$ cat config.mk
export PLATFORM = sky130hd
export DESIGN_NAME = tpu_acc_bank_flat
export DESIGN_NICKNAME = d
export VERILOG_FILES = /design/src/rtl/tpu_acc_pkg.sv /design/src/rtl/tpu_acc_bank_if.sv /design/src/rtl/tpu_acc_lane.sv /design/src/rtl/tpu_acc_bank.sv /design/src/flat_wrapper.sv
export SDC_FILE = /design/constraint.sdc
export NUM_CORES = 1
export LEC_CHECK = 0
export BUFFER_PORTS_ARGS = -buffer_cell sky130_fd_sc_hd__buf_2
export CORE_MARGIN = 2
export CORE_UTILIZATION = 43
export DETAILED_ROUTE_END_ITERATION = 10
export PLACE_DENSITY = 0.64
export SYNTH_ARGS = -nofsm -noshare
export SYNTH_HDL_FRONTEND = slang
export SYNTH_SLANG_ARGS = --single-unit
$ cat constraint.sdc
create_clock -name clk -period 11.2 [get_ports clk]
set_input_delay 1.12 -clock clk [delete_from_list [all_inputs] [get_ports clk]]
set_output_delay 1.12 -clock clk [all_outputs]
set_load 0.01 [all_outputs]
$ cat src/rtl/tpu_acc_pkg.sv
// Shared types and helpers for the systolic-array output accumulator bank.
// sat_add is only used when ACC_SATURATE_EN is defined.
package tpu_acc_pkg;

    typedef enum logic {
        ACC_FILL  = 1'b0,
        ACC_DRAIN = 1'b1
    } acc_state_t;

    localparam int ACC_DATA_W = 32;
    localparam int ACC_MAX_W  = 64;

    typedef struct packed {
        logic                        clamp;
        logic signed [ACC_MAX_W-1:0] val;
    } sat_res_t;

    // Operands arrive sign-extended to ACC_MAX_W; the clamp limits follow the true width w.
    function automatic sat_res_t sat_add(input logic signed [ACC_MAX_W-1:0] a,
                                         input logic signed [ACC_MAX_W-1:0] b,
                                         input int w);
        logic signed [ACC_MAX_W:0] one;
        logic signed [ACC_MAX_W:0] sum;
        logic signed [ACC_MAX_W:0] max_v;
        logic signed [ACC_MAX_W:0] min_v;
        sat_res_t r;
        one   = {{ACC_MAX_W{1'b0}}, 1'b1};
        sum   = {a[ACC_MAX_W-1], a} + {b[ACC_MAX_W-1], b};
        max_v = (one <<< (w - 1)) - one;
        min_v = -(one <<< (w - 1));
        r.clamp = 1'b0;
        r.val   = sum[ACC_MAX_W-1:0];
        if (sum > max_v) begin
            r.clamp = 1'b1;
            r.val   = max_v[ACC_MAX_W-1:0];
        end else if (sum < min_v) begin
            r.clamp = 1'b1;
            r.val   = min_v[ACC_MAX_W-1:0];
        end
        return r;
    endfunction

endpackage

$ cat src/rtl/tpu_acc_bank_if.sv
// Row-in / row-out stream bundle of the accumulator bank.
// master = array side and writeback consumer, slave = the bank.
interface tpu_acc_bank_if
    import tpu_acc_pkg::*;
#(
    parameter int DATA_W   = ACC_DATA_W,
    parameter int NUM_COLS = 2
);
    logic                       in_valid;
    logic                       in_ready;
    logic [NUM_COLS*DATA_W-1:0] in_data;
    logic                       pass_last;
    logic                       out_valid;
    logic                       out_ready;
    logic [NUM_COLS*DATA_W-1:0] out_data;
    logic                       out_last;
    logic                       full;
    logic                       ovf;

    modport master (
        output in_valid, in_data, pass_last, out_ready,
        input  in_ready, out_valid, out_data, out_last, full, ovf
    );

    modport slave (
        input  in_valid, in_data, pass_last, out_ready,
        output in_ready, out_valid, out_data, out_last, full, ovf
    );
endinterface

$ cat src/rtl/tpu_acc_lane.sv
// One column of the accumulator: overwrite on first pass, otherwise add.
// ACC_SATURATE_EN selects a clamping add with an overflow strobe; default wraps.
module tpu_acc_lane
    import tpu_acc_pkg::*;
#(
    parameter int DATA_W = ACC_DATA_W
) (
    input  logic                     first_pass,
    input  logic signed [DATA_W-1:0] stored,
    input  logic signed [DATA_W-1:0] in_val,
    output logic signed [DATA_W-1:0] result,
    output logic                     ovf_hit
);
    logic signed [DATA_W-1:0] sum;
    logic                     clamp;

`ifdef ACC_SATURATE_EN
    sat_res_t sat;
    assign sat   = sat_add(ACC_MAX_W'(stored), ACC_MAX_W'(in_val), DATA_W);
    assign sum   = sat.val[DATA_W-1:0];
    assign clamp = sat.clamp;
`else
    assign sum   = stored + in_val;
    assign clamp = 1'b0;
`endif

    // The overwrite path bypasses the adder, so it can never flag a clamp.
    assign result  = first_pass ? in_val : sum;
    assign ovf_hit = clamp & ~first_pass;
endmodule

$ cat src/rtl/tpu_acc_bank.sv
// Output accumulator bank: sums K-tile passes into DEPTH rows, then drains the tile.
// Saturating accumulation and the ovf flag are enabled by defining ACC_SATURATE_EN.
//
// state     | meaning
// ACC_FILL  | accepting rows, overwrite on first pass, add on later passes
// ACC_DRAIN | tile complete, streaming mem[rd_ptr] out, input stalled
module tpu_acc_bank
    import tpu_acc_pkg::*;
#(
    parameter int DATA_W   = ACC_DATA_W,
    parameter int DEPTH    = 4,
    parameter int NUM_COLS = 2
) (
    input  logic           clk,
    input  logic           reset,
    tpu_acc_bank_if.slave  bus
);
    localparam int ROW_W = NUM_COLS * DATA_W;
    localparam int PTR_W = (DEPTH > 1) ? $clog2(DEPTH) : 1;

    acc_state_t       state;
    acc_state_t       state_nxt;
    logic [ROW_W-1:0] mem [DEPTH];
    logic [PTR_W-1:0] wr_ptr;
    logic [PTR_W-1:0] rd_ptr;
    logic             first_pass;
    logic             ovf_q;

    logic             wr_fire;
    logic             rd_fire;
    logic             wr_last;
    logic             rd_last;
    logic [ROW_W-1:0] wr_row;
    logic [ROW_W-1:0] row_new;
    logic [NUM_COLS-1:0] lane_ovf;

    assign wr_last = (wr_ptr == PTR_W'(DEPTH - 1));
    assign rd_last = (rd_ptr == PTR_W'(DEPTH - 1));
    assign wr_fire = bus.in_valid & bus.in_ready;
    assign rd_fire = bus.out_valid & bus.out_ready;
    assign wr_row  = mem[wr_ptr];

    for (genvar c = 0; c < NUM_COLS; c++) begin : g_lane
        tpu_acc_lane #(.DATA_W(DATA_W)) u_lane (
            .first_pass (first_pass),
            .stored     (wr_row[c*DATA_W +: DATA_W]),
            .in_val     (bus.in_data[c*DATA_W +: DATA_W]),
            .result     (row_new[c*DATA_W +: DATA_W]),
            .ovf_hit    (lane_ovf[c])
        );
    end

    always_comb begin
        state_nxt = state;
        case (state)
            ACC_FILL: begin
                if (wr_fire && wr_last && bus.pass_last) state_nxt = ACC_DRAIN;
            end
            ACC_DRAIN: begin
                if (rd_fire && rd_last) state_nxt = ACC_FILL;
            end
            default: state_nxt = ACC_FILL;
        endcase
    end

    always_ff @(posedge clk or negedge reset) begin
        if (!reset) begin
            state      <= ACC_FILL;
            wr_ptr     <= '0;
            rd_ptr     <= '0;
            first_pass <= 1'b1;
            ovf_q      <= 1'b0;
            for (int i = 0; i < DEPTH; i++) mem[i] <= '0;
        end else begin
            state <= state_nxt;
            if (wr_fire) begin
                mem[wr_ptr] <= row_new;
                ovf_q       <= ovf_q | (|lane_ovf);
                if (wr_last) begin
                    wr_ptr     <= '0;
                    first_pass <= 1'b0;
                end else begin
                    wr_ptr <= wr_ptr + PTR_W'(1);
                end
            end
            // Memory is left intact after a drain; the next first pass overwrites it.
            if (rd_fire) begin
                if (rd_last) begin
                    rd_ptr     <= '0;
                    ovf_q      <= 1'b0;
                    first_pass <= 1'b1;
                end else begin
                    rd_ptr <= rd_ptr + PTR_W'(1);
                end
            end
        end
    end

    assign bus.in_ready  = (state == ACC_FILL);
    assign bus.out_valid = (state == ACC_DRAIN);
    assign bus.full      = (state == ACC_DRAIN);
    assign bus.out_data  = mem[rd_ptr];
    assign bus.out_last  = (state == ACC_DRAIN) && rd_last;
    assign bus.ovf       = ovf_q;
endmodule

$ cat src/flat_wrapper.sv
// flat-port wrapper written by rule: the top's interface ports become plain ports
module tpu_acc_bank_flat import tpu_acc_pkg::*;
#(
    parameter int DATA_W   = ACC_DATA_W,
    parameter int DEPTH    = 4,
    parameter int NUM_COLS = 2
)
  (clk, reset, bus_in_valid, bus_in_data, bus_pass_last, bus_out_ready, bus_in_ready, bus_out_valid, bus_out_data, bus_out_last, bus_full, bus_ovf);
  tpu_acc_bank_if #(.DATA_W(DATA_W), .NUM_COLS(NUM_COLS)) bus_i ();
  input  logic clk;
  input  logic reset;
  input wire logic [$bits(bus_i.in_valid)-1:0] bus_in_valid;
  input wire logic [$bits(bus_i.in_data)-1:0] bus_in_data;
  input wire logic [$bits(bus_i.pass_last)-1:0] bus_pass_last;
  input wire logic [$bits(bus_i.out_ready)-1:0] bus_out_ready;
  output wire logic [$bits(bus_i.in_ready)-1:0] bus_in_ready;
  output wire logic [$bits(bus_i.out_valid)-1:0] bus_out_valid;
  output wire logic [$bits(bus_i.out_data)-1:0] bus_out_data;
  output wire logic [$bits(bus_i.out_last)-1:0] bus_out_last;
  output wire logic [$bits(bus_i.full)-1:0] bus_full;
  output wire logic [$bits(bus_i.ovf)-1:0] bus_ovf;
  assign bus_i.in_valid = bus_in_valid;
  assign bus_i.in_data = bus_in_data;
  assign bus_i.pass_last = bus_pass_last;
  assign bus_i.out_ready = bus_out_ready;
  assign bus_in_ready = bus_i.in_ready;
  assign bus_out_valid = bus_i.out_valid;
  assign bus_out_data = bus_i.out_data;
  assign bus_out_last = bus_i.out_last;
  assign bus_full = bus_i.full;
  assign bus_ovf = bus_i.ovf;
  tpu_acc_bank #(.DATA_W(DATA_W), .DEPTH(DEPTH), .NUM_COLS(NUM_COLS)) u_core (.clk(clk), .reset(reset), .bus(bus_i));
endmodule
==> impl_results.rst <==
.. list-table::
   :header-rows: 1

   * - Metric
     - Value
   * - Via-to-Cell Ratio
     - 5.73
   * - Most frequent cell on the critical path
     - or3_4
   * - Worst r2r path cells
     - 14
   * - Wire length of the first global-routing pass
     - 67600 µm
   * - Signal arrival time at the worst endpoint
     - a little under 6000 ps
   * - GR met3 Demand/Resource
     - 0.0347
   * - Initial detailed-routing violation count
     - 766
   * - Initial standard-cell utilization of the core
     - 0.438
   * - Yosys synthesis warning count
     - 0
   * - Worst Hold Endpoint
     - u_core.mem[111]$_DFFE_PN0P_
   * - Area added between synthesis and finish
     - 13.1%
   * - Number of enable-type register cells in the synthesized netlist
     - 0
   * - Buffer levels on the longest clock path
     - 3
   * - Clock transition at the registers of the reported paths
     - 60 ps
   * - Total Routing Usage GR
     - 0.220
   * - Synth Net Count
     - 1712
   * - # fillers
     - 3403
   * - Post_cts resized
     - 0
   * - Cell-by-cell trace of the critical path
     - buf_4 > mux4_2 > ha_1 > fa_1 > a21oi_1 > o22ai_1 > nor4_2 > or3_4 > a31oi_4 > a31o_2 > a22o_4 > and4bb_1 > or3_4 > o21ai_2
   * - Slowest cell delay on critical path
     - 930 ps
   * - I/O pin total
     - 138
   * - Share of synthesized registers carrying an async set or reset
     - 1.00
   * - Kind of cell adding the most delay to the critical path
     - compound AO/OA/AOI/OAI gates
   * - Number of setup violations in the final report
     - 0
   * - Initial antenna violation count
     - 2
   * - CTS Hold Bufs
     - 0
   * - Startpoint Class
     - register
   * - Sum of routed wire length over all layers
     - 41700 µm
   * - Vert. Die Dim
     - ~200 µm
   * - Number of maximum-capacitance constraint violations
     - 0
   * - Average wire length per cell after detail routing
     - 19.5 µm
   * - TritonCTS clock tree
     - built
   * - Number of vias in the routed layout
     - roughly 12000
   * - Clock latency reported for the late side of the worst-skew pair
     - 570 ps
   * - Setup Total Neg Slack
     - 0 ps
   * - Width of the die
     - between 150 and 200 µm
   * - Placer's final routability congestion estimate
     - approximately 0.84
   * - Remaining Overflow, GRT
     - 0
   * - Source of the worst hold timing path
     - u_core.mem[111]$_DFFE_PN0P_
   * - Startpoint of the worst-slack reg-to-reg timing path
     - u_core.wr_ptr[0]$_DFFE_PN0P_
   * - Leading cell types in the layout, fill and taps excluded
     - nand2_1 (299), o21ai_0 (268), dfrtp_1 (257)
   * - Row Count
     - 70
   * - Number of non-filler instances in the completed layout
     - 2140
   * - Run status
     - complete, no violations
   * - Global routing met1 resource utilization
     - 0.305
   * - Number of storage elements in the synthesis netlist
     - 262
   * - Library cell contributing the largest single delay on the critical path
     - dfrtp_4
   * - Critical path buffer and inverter count
     - 1
   * - Worst hold path cell count
     - 2
   * - Clock net sink count
     - 262
   * - First-pass DRT Iterations
     - 5
   * - Number of setup buffers added after CTS
     - 0
   * - Number of CTS-inserted buffers
     - 30
   * - Antenna violation net count after detailed routing
     - 0
   * - Capture point of the worst reg-to-reg path
     - u_core.mem[190]$_DFFE_PN0P_
   * - CTS H-Tree Depth
     - 1
   * - Ratio of cells with drive above 1 in the final layout
     - 0.212
   * - Floorplan core area
     - roughly 37000 µm²
   * - Time the final worst path needs with I/O delays and setup
     - 5300 ps
   * - Most used flip-flop cell after synthesis
     - dfrtp_1
   * - HP Class
     - register to register
   * - Pin slew with the least headroom to its limit
     - between 1000 and 1500 ps
   * - Max-slew violation count
     - 0
   * - Crit path required time
     - ~12000 ps
   * - Share of the clock period used by the worst path after layout
     - 0.474
   * - Worst Setup Path Type
     - register to register
   * - Cell chosen for the clock root
     - clkbuf_16
   * - Post-synthesis sequential area ratio
     - 0.407
   * - Final HPWL from detailed placement
     - 27500 µm
   * - Post-route DRC violation count
     - 0
   * - Die outline area
     - 39000 µm²
   * - Commonest non-fill, non-tap cell in the layout
     - nand2_1
   * - Syn_area_per_cell
     - 10.2 µm²
   * - Largest net degree at the start of global routing
     - 162
   * - Area of the mapped netlist
     - 16100 µm²
   * - Capturing element type of the critical path
     - register
   * - Layout Skew
     - 13.8 ps
   * - Biggest fanout along the worst timing path
     - 36
   * - Most congested layer reported by global routing
     - met2
   * - Reg-to-reg slack, setup
     - 5900 ps
   * - Max_slew headroom
     - 0.220
   * - Hold slack
     - slightly below 500 ps
   * - Final net count
     - 1785
   * - Count of buffers from port buffering
     - between 100 and 150
   * - Cell count after placement
     - 2083
   * - Number of global-route vias before repair
     - about 12000
   * - Mapped Cells
     - 1574
   * - Hold violation count in the final report
     - 0
   * - Setup repair after global routing missed its margin
     - false
   * - Number of unique standard cell types used by synthesis
     - 65
   * - Global routing met2 resource utilization
     - 0.364
   * - Maximum clock frequency
     - 189 MHz
worst max-delay path by stage:
stage                                  from                     endpoint  slack [ps]  depth (start not counted)
2_1_floorplan  u_core.wr_ptr[0]$_DFFE_PN0P_  u_core.mem[153]$_DFFE_PN0P_        6660                         14
3_3_place_gp   u_core.wr_ptr[0]$_DFFE_PN0P_  u_core.mem[190]$_DFFE_PN0P_        5930                         14
3_5_place_dp   u_core.wr_ptr[0]$_DFFE_PN0P_  u_core.mem[190]$_DFFE_PN0P_        5850                         14
4_1_cts        u_core.wr_ptr[0]$_DFFE_PN0P_  u_core.mem[190]$_DFFE_PN0P_        5820                         14
5_1_grt        u_core.wr_ptr[0]$_DFFE_PN0P_  u_core.mem[125]$_DFFE_PN0P_        5480                         13
6_report       u_core.wr_ptr[0]$_DFFE_PN0P_  u_core.mem[190]$_DFFE_PN0P_        5900                         14
layer usage:
| metal | vias up | routed length (µm) |
|---|---|---|
| li1 | 5917 | - |
| met1 | 6037 | 19200 |
| met2 | 255 | 19600 |
| met3 | 55 | 1960 |
| met4 | 2 | 945 |
| met5 | - | 13 |
cell usage after synthesis (12+ instances only):
library cell	n	share of area
buf_1	25	0.0058
o21a_1	12	0.0056
xor2_1	19	0.010
nor2_1	67	0.016
a211oi_1	15	0.0070
clkbuf_1	78	0.018
mux2i_1	19	0.012
mux4_2	128	0.18
o21ai_0	268	0.083
xnor2_1	29	0.016
o21bai_1	12	0.0056
a21oi_1	74	0.023
inv_1	15	0.0035
nand3_1	12	0.0037
dfrtp_1	261	0.41
a21o_1	33	0.015
nand2_1	303	0.071
ha_1	67	0.052
logic make-up after synthesis:
logic type	synth area share
compound gates	0.179
xor+xnor	0.0261
fa+ha+maj	0.0545
buf+inv	0.0286
flops	0.407
mux	0.192
other cells	0.000233
simple gates	0.113
final cells by class:
| type | count | area (µm²) | share of cell area |
|---|---|---|---|
| Tap cell | 468 | 586 | 0.0321 |
| Antenna cell | 1 | 2.50 | 0.000137 |
| Clock inverter | 11 | 170 | 0.00933 |
| Multi-Input combinational cell | 1191 | 9130 | 0.501 |
| Inverter | 16 | 60.1 | 0.00329 |
| Timing Repair Buffer | 146 | 778 | 0.0427 |
| Clock buffer | 45 | 928 | 0.0509 |
| Sequential cell | 262 | 6580 | 0.361 |
through the flow:
| stage | instance area, µm² | util | setup WS [ps] |
|---|---|---|---|
| after floorplan | 16100 | - | 6660 |
| after global placement | 17100 | 0.466 | 5930 |
| after detailed placement | 17100 | 0.466 | 5850 |
| after CTS | 18200 | 0.495 | 5820 |
| after global routing | 18200 | 0.496 | 5480 |
| final | 18200 | 0.496 | 5900 |
state kept, by name (all words and copies together), names as in the netlist:
name and cells:
u_core.mem 256, u_core.first_pass 1, u_core.wr_ptr 2, u_core.bus.full 1, u_core.rd_ptr 2
worst register-to-register path, stage by stage (launching register included):
cell and delay (ps):
dfrtp_4 930, buf_4 740, mux4_2 610, ha_1 230, fa_1 410, a21oi_1 200
o22ai_1 180, nor4_2 310, or3_4 220, a31oi_4 110, a31o_2 290, a22o_4 270
and4bb_1 190, or3_4 400, o21ai_2 140
Power is not shown: default switching activity piles up to over one toggle a cycle in this logic, so the estimate is an artifact.
